==> config.mk <==
export PLATFORM = sky130hd
export DESIGN_NAME = rob_sched
export DESIGN_NICKNAME = d
export VERILOG_FILES = /design/src/rtl/rob_sched_pkg.sv /design/src/rtl/rob_sched_rr_arbiter.sv /design/src/rtl/rob_sched.sv
export SDC_FILE = /design/constraint.sdc
export NUM_CORES = 1
export LEC_CHECK = 0
export CAP_MARGIN = 40
export CORE_UTILIZATION = 30
export DETAILED_ROUTE_END_ITERATION = 8
export DONT_BUFFER_PORTS = 1
export PLACE_DENSITY = 0.49
export SLEW_MARGIN = 20
export SYNTH_ARGS = -nofsm -noshare
export SYNTH_HDL_FRONTEND = slang
export SYNTH_SLANG_ARGS = --single-unit
==> constraint.sdc <==
create_clock -name clk -period 3 [get_ports clk]
set_clock_uncertainty 0.2 [all_clocks]
set_input_delay 0.45 -clock clk [delete_from_list [all_inputs] [get_ports clk]]
set_output_delay 0.45 -clock clk [all_outputs]
set_load 0.005 [all_outputs]
==> src/rtl/rob_sched_pkg.sv <==
// Shared ROB geometry and completion-port constants for the ROB scheduler.
package rob_sched_pkg;
    localparam int ROB_NUM = 64;
    localparam int ROB_SEL = 6;
    localparam int NUM_FU  = 4;
    localparam int FU_SEL  = $clog2(NUM_FU);

    localparam logic [ROB_SEL:0] ROB_FULL = (ROB_SEL + 1)'(ROB_NUM);

    typedef logic [ROB_SEL-1:0] rob_addr_t;
endpackage

==> src/rtl/rob_sched_rr_arbiter.sv <==
// N-way round-robin arbiter (N a power of two); the search starts at r_ptr and
// the pointer moves just past the winner whenever a grant is enabled.
module rr_arbiter #(
    parameter int N = 4,
    parameter int W = $clog2(N)
) (
    input  logic         clk,
    input  logic         i_rst_n,
    input  logic [N-1:0] i_req,
    input  logic         i_en,
    output logic [N-1:0] o_gnt,
    output logic         o_hit,
    output logic [W-1:0] o_idx
);
    logic [W-1:0] r_ptr;
    logic [N-1:0] w_rot;
    logic [N-1:0] w_first;
    logic [N-1:0] w_gnt_raw;
    logic [W-1:0] w_off;

    // Rotate so the pointer position is bit 0, isolate the lowest set bit, rotate back.
    assign w_rot     = N'({i_req, i_req} >> r_ptr);
    assign w_first   = w_rot & (~w_rot + N'(1));
    assign w_gnt_raw = N'(({w_first, w_first} << r_ptr) >> N);

    always_comb begin
        w_off = '0;
        for (int k = 0; k < N; k++) begin
            if (w_first[k]) begin
                w_off = W'(k);
            end
        end
    end

    assign o_hit = (|i_req) & i_en;
    assign o_idx = r_ptr + w_off;
    assign o_gnt = w_gnt_raw & {N{i_en}};

    always_ff @(posedge clk or negedge i_rst_n) begin
        if (!i_rst_n) begin
            r_ptr <= '0;
        end else if (o_hit) begin
            r_ptr <= o_idx + W'(1);
        end
    end
endmodule

==> src/rtl/rob_sched.sv <==
// ROB scheduler: allocation tail pointer, occupancy count and full/empty flags,
// plus round-robin arbitration of FU completions onto the single finish port.
module rob_sched
    import rob_sched_pkg::*;
(
    input  logic                      clk,
    input  logic                      reset,
    input  logic                      dp_req_i,
    output logic                      dp_grant_o,
    output logic [ROB_SEL-1:0]        dp_addr_o,
    output logic                      full_o,
    output logic                      empty_o,
    output logic [ROB_SEL:0]          count_o,
    input  logic                      commit_i,
    input  logic                      flush_i,
    input  logic [NUM_FU-1:0]         fu_req_i,
    input  logic [NUM_FU*ROB_SEL-1:0] fu_addr_i,
    output logic [NUM_FU-1:0]         fu_gnt_o,
    output logic                      finish_o,
    output logic [ROB_SEL-1:0]        finish_addr_o
);
    rob_addr_t          r_head;
    rob_addr_t          r_tail;
    logic [ROB_SEL:0]   r_count;
    logic               r_finish;
    rob_addr_t          r_finish_addr;

    logic               w_commit;
    logic               w_arb_en;
    logic               w_arb_hit;
    logic [FU_SEL-1:0]  w_arb_idx;
    rob_addr_t          w_fu_addr [NUM_FU];

    generate
        for (genvar gi = 0; gi < NUM_FU; gi++) begin : g_fu_addr
            assign w_fu_addr[gi] = fu_addr_i[gi*ROB_SEL +: ROB_SEL];
        end
    endgenerate

    assign full_o        = (r_count == ROB_FULL);
    assign empty_o       = (r_count == '0);
    assign count_o       = r_count;
    assign dp_addr_o     = r_tail;
    assign finish_o      = r_finish;
    assign finish_addr_o = r_finish_addr;

    // A commit against an empty ROB is a protocol error and is dropped here.
    assign w_commit   = commit_i & ~empty_o;
    assign w_arb_en   = reset & ~flush_i;
    assign dp_grant_o = reset & dp_req_i & ~full_o & ~flush_i;

    rr_arbiter #(
        .N (NUM_FU),
        .W (FU_SEL)
    ) u_arb (
        .clk     (clk),
        .i_rst_n (reset),
        .i_req   (fu_req_i),
        .i_en    (w_arb_en),
        .o_gnt   (fu_gnt_o),
        .o_hit   (w_arb_hit),
        .o_idx   (w_arb_idx)
    );

    always_ff @(posedge clk or negedge reset) begin
        if (!reset) begin
            r_head  <= '0;
            r_tail  <= '0;
            r_count <= '0;
        end else begin
            r_head <= r_head + ROB_SEL'(w_commit);
            if (flush_i) begin
                r_tail  <= r_head + ROB_SEL'(w_commit);
                r_count <= '0;
            end else begin
                if (dp_grant_o) begin
                    r_tail <= r_tail + ROB_SEL'(1);
                end
                if (dp_grant_o && !w_commit) begin
                    r_count <= r_count + (ROB_SEL + 1)'(1);
                end else if (!dp_grant_o && w_commit) begin
                    r_count <= r_count - (ROB_SEL + 1)'(1);
                end
            end
        end
    end

    always_ff @(posedge clk or negedge reset) begin
        if (!reset) begin
            r_finish      <= 1'b0;
            r_finish_addr <= '0;
        end else begin
            r_finish <= w_arb_hit;
            if (w_arb_hit) begin
                r_finish_addr <= w_fu_addr[w_arb_idx];
            end
        end
    end
endmodule

==> out/qor.yml <==
critical_path:
  timing.reg2reg.worst_path_depth: 12
  path_delay_family: "simple AND/OR/NAND/NOR gates"
  critical_path.reg2reg.startpoint: "count_o[5]$_DFFE_PN0P_"
  rrSetupSlack_ns: 0.11
  startpoint_type: "register"
  timing_worst_setup_path_type: "register to register"
  cp_data_required_time_ns: 2.98
  type_of_destination_of_the_critical_path: "register"
  critical_path_cell_list: "nor4_4 > buf_4 > and3_1 > a2111oi_4 > buf_4 > fa_1 > nor2b_4 > o31ai_2 > a21oi_1 > xnor2_1 > and3_1 > a21o_1"
  destination_of_the_worst_register_to_register_timing_path: "count_o[6]$_DFFE_PN0P_"
  critical_path.n_buffers_inverters: 2
  slowest_delay_ns: 0.43
  crit_arrival_ns: 2.87
  timing.critical_path.fanout_max: 3
  crit_path_top_delay_cell: "sky130_fd_sc_hd__dfrtp_1"
route:
  avgViaCountPerCell: 5.23
  post-route-drc-count: 0
  drt-initial-drc-count: 45
  wl_per_cell_um: 14.3
  postRouteWirelength_um: 4000
  first_pass_iters: 5
  drtAntennaViolNets: 0
  dr_total_vias: 1459
global_route:
  gr-usage-all-layers_pct: 12.3
  wire_length_of_the_first_global_routing_pass_um: 6350
  maximum_number_of_pins_on_one_net_before_global_route_repair: 29
  antenna_found_initial: 0
  first_global_vias: 1346
  total_global_routing_overflow: 0
final_layout:
  n_antenna_cell: 0
  final_nets: 249
  area_growth_syn_to_layout_pct: 16.8
  drive_above_1_share_pct: 20.1
  final_instance_area_um2: 2250
logic_synthesis:
  ys_seq_area_share_pct: 36.3
  synth_fp_nets: 236
  synthesis.yosys.warnings: 0
  syn_avg_cell_area_um2: 10.0
  synth_async_sr_flop_share_pct: 100
  post_synth_inst_count: 192
  post_synth_instance_area_um2: 1930
  synth_cell_type_count: 46
  dominantRegCellSynth: "sky130_fd_sc_hd__dfrtp_1"
  synth_seq_cells: 28
  post_synth_edffs: 0
sta:
  tightest_slew_ns: 0.413
  share_of_the_clock_period_used_by_the_worst_path_after_layout_pct: 96.2
  max_clock_freq_ghz: 0.347
  report.final.slew_viol_count: 0
  hold_slack_ns: 0.0674
  final-hold-violation-count: 0
  period_minus_slack_ns: 2.89
  report.final.setup_viol: 0
  worst_slew_margin_rel_pct: 72.5
  rsz_0062_raised_after_global_routing: "yes"
power_and_ir_drop:
  seqPwrFrac_pct: 32.5
  share_of_power_burned_in_the_clock_network_pct: 13.6
  vdd_drop_max_mv: 0.436
  power.switching_fraction_pct: 38.0
  total_net_switching_power_mw: 0.846
  power_density_nw_per_um2: 989
  p_leak_nw: 0.966
  power_report.internal_total_mw: 1.38
  pwr-share-comb_pct: 54.0
clock_network:
  cts_tree: "yes"
  worstSkewPairLatency_ns: 0.28
  tritoncts.num_buffers: 3
  total_number_of_clock_tree_sinks: 28
  htreeDepth: 1
  cts_buffer_depth: 2
  clock-root-buffer: "sky130_fd_sc_hd__clkbuf_8"
  clk_transition_reported_paths_ns: 0.10
hold_path:
  min_path_type: "input port to register"
  whs_endpoint: "dp_addr_o[4]$_DFFE_PN0P_"
  worst_hold_path.num_cells: 1
  hold_path.startpoint: "flush_i"
outcome:
  run_status: "finished clean"
die:
  core-area_um2: 6060
  initial_util_pct: 31.8
  rows: 28
  pin_count: 60
  overall_die_width_um: 82.2
  dieHeight_um: 82.2
  die_area_um2: 6750
placed_design:
  numPortBuffers: 0
  hpwlAfterDp_um: 2900
  routability_congestion_estimate: 0.740
  dpl_cell_area_um2: 2110
run:
  timing.max_cap.violations: 0
==> worst max path at each step <==
stage,start,to,slack [ns],depth (start not counted)
after floorplan,count_o[2]$_DFFE_PN0P_,count_o[6]$_DFFE_PN0P_,0.02,11
after global placement,count_o[2]$_DFFE_PN0P_,count_o[6]$_DFFE_PN0P_,0.10,11
after detailed placement,count_o[2]$_DFFE_PN0P_,count_o[6]$_DFFE_PN0P_,0.04,11
after CTS,count_o[2]$_DFFE_PN0P_,count_o[6]$_DFFE_PN0P_,0.02,11
after global routing,count_o[5]$_DFFE_PN0P_,count_o[5]$_DFFE_PN0P_,-0.03,12
final,count_o[5]$_DFFE_PN0P_,count_o[6]$_DFFE_PN0P_,0.11,12
==> cell usage after synthesis, types with 5 or more instances <==
cell type	count	share of area (%)
sky130_fd_sc_hd__dfrtp_1	28	36
sky130_fd_sc_hd__nand2_1	18	3.5
sky130_fd_sc_hd__nor2_1	15	2.9
sky130_fd_sc_hd__o21ai_0	14	3.6
sky130_fd_sc_hd__a21oi_1	11	2.9
sky130_fd_sc_hd__ha_1	10	6.5
sky130_fd_sc_hd__xnor2_1	8	3.6
sky130_fd_sc_hd__clkbuf_1	7	1.4
sky130_fd_sc_hd__mux2_2	7	4.1
sky130_fd_sc_hd__xor2_1	7	3.2
sky130_fd_sc_hd__mux4_1	6	8.2
sky130_fd_sc_hd__and3_1	5	1.6
sky130_fd_sc_hd__inv_1	5	0.97
==> cells in the final DEF, fill, tap and decap left out, types with 2 or more instances in the layout <==
cell type and instances:
sky130_fd_sc_hd__o22ai_1 2, sky130_fd_sc_hd__nand2_1 16, sky130_fd_sc_hd__o21ai_0 12, sky130_fd_sc_hd__ha_1 8, sky130_fd_sc_hd__clkbuf_8 3, sky130_fd_sc_hd__mux4_1 6, sky130_fd_sc_hd__o21ai_1 5, sky130_fd_sc_hd__inv_1 4
sky130_fd_sc_hd__o2111a_1 2, sky130_fd_sc_hd__o21a_1 4, sky130_fd_sc_hd__xnor2_1 8, sky130_fd_sc_hd__xor2_1 7, sky130_fd_sc_hd__nand3_1 4, sky130_fd_sc_hd__nand2_2 2, sky130_fd_sc_hd__nor2_1 15, sky130_fd_sc_hd__a21oi_1 11
sky130_fd_sc_hd__a21o_1 2, sky130_fd_sc_hd__nor2b_1 2, sky130_fd_sc_hd__nand2b_1 2, sky130_fd_sc_hd__and3_1 5, sky130_fd_sc_hd__ha_4 2, sky130_fd_sc_hd__dfrtp_1 27, sky130_fd_sc_hd__nor3_1 3, sky130_fd_sc_hd__buf_4 17
sky130_fd_sc_hd__a31oi_1 2, sky130_fd_sc_hd__mux2_2 7
==> what timing repair did <==
action / CTS / global route
hold endpoints to repair: 28 / 0
hold buffers: 2 / 0
setup buffers: 0 / 1
setup endpoints to repair: 0 / 2
gates resized for setup: 0 / 8
==> metal layers <==
metal	global-route usage (%)	vias up	part of all wire [%]
met4	1.58	0	0.38
li1	-	728	-
met3	3.74	2	7.4
met5	0	-	0
met2	19.1	50	44
met1	17.1	679	49
==> sequential cells by signal, indices dropped and copies added, names as in the netlist <==
name           flops
finish_addr_o      6
u_arb.r_ptr        2
r_head             6
finish_o           1
count_o            7
dp_addr_o          6
==> kinds of logic (layout without fill, tap and decap cells) <==
logic type / after synthesis / in the layout / synth area share (%)
xor gates and xnor gates: 16 / 16 / 7.66
DFF: 28 / 28 / 36.3
adders and majority gates: 11 / 11 / 7.53
and+or+nand+nor: 57 / 57 / 14.5
muxes: 14 / 14 / 12.8
buffers and inverters: 17 / 29 / 3.83
AOI/OAI and AO/OA: 49 / 49 / 17.4
==> metrics by stage <==
stage	TNS (ns)	total power [mW]	cells	setup slack (ns)	util, %
6_report	0	2.23	279	0.114	37.2
5_1_grt	-0.0406	2.43	279	-0.0332	37.2
4_1_cts	0	2.20	278	0.0163	36.5
3_5_place_dp	0	1.87	272	0.0403	34.9
3_3_place_gp	0	1.87	272	0.103	34.9
2_1_floorplan	0	1.62	192	0.0207	-
==> power groups by stage <==
stage	Clock (mW)	Combinational, mW	Sequential [mW]
floorplan	0	0.911	0.710
global placement	0	1.14	0.734
detailed placement	0	1.14	0.734
CTS	0.313	1.16	0.726
global route	0.332	1.34	0.757
finish	0.302	1.20	0.723
==> cell type report <==
| type | instances | area, um^2 |
|---|---|---|
| clock buffer | 3 | 41.3 |
| clock inverter | 1 | 30.0 |
| fill | 602 | 3810 |
| inverter | 6 | 22.5 |
| multi-input combinational | 147 | 1200 |
| sequential | 28 | 702 |
| tap | 75 | 93.8 |
| timing repair buffer | 19 | 158 |
No activity file was read; power rests on OpenSTA's default activity.
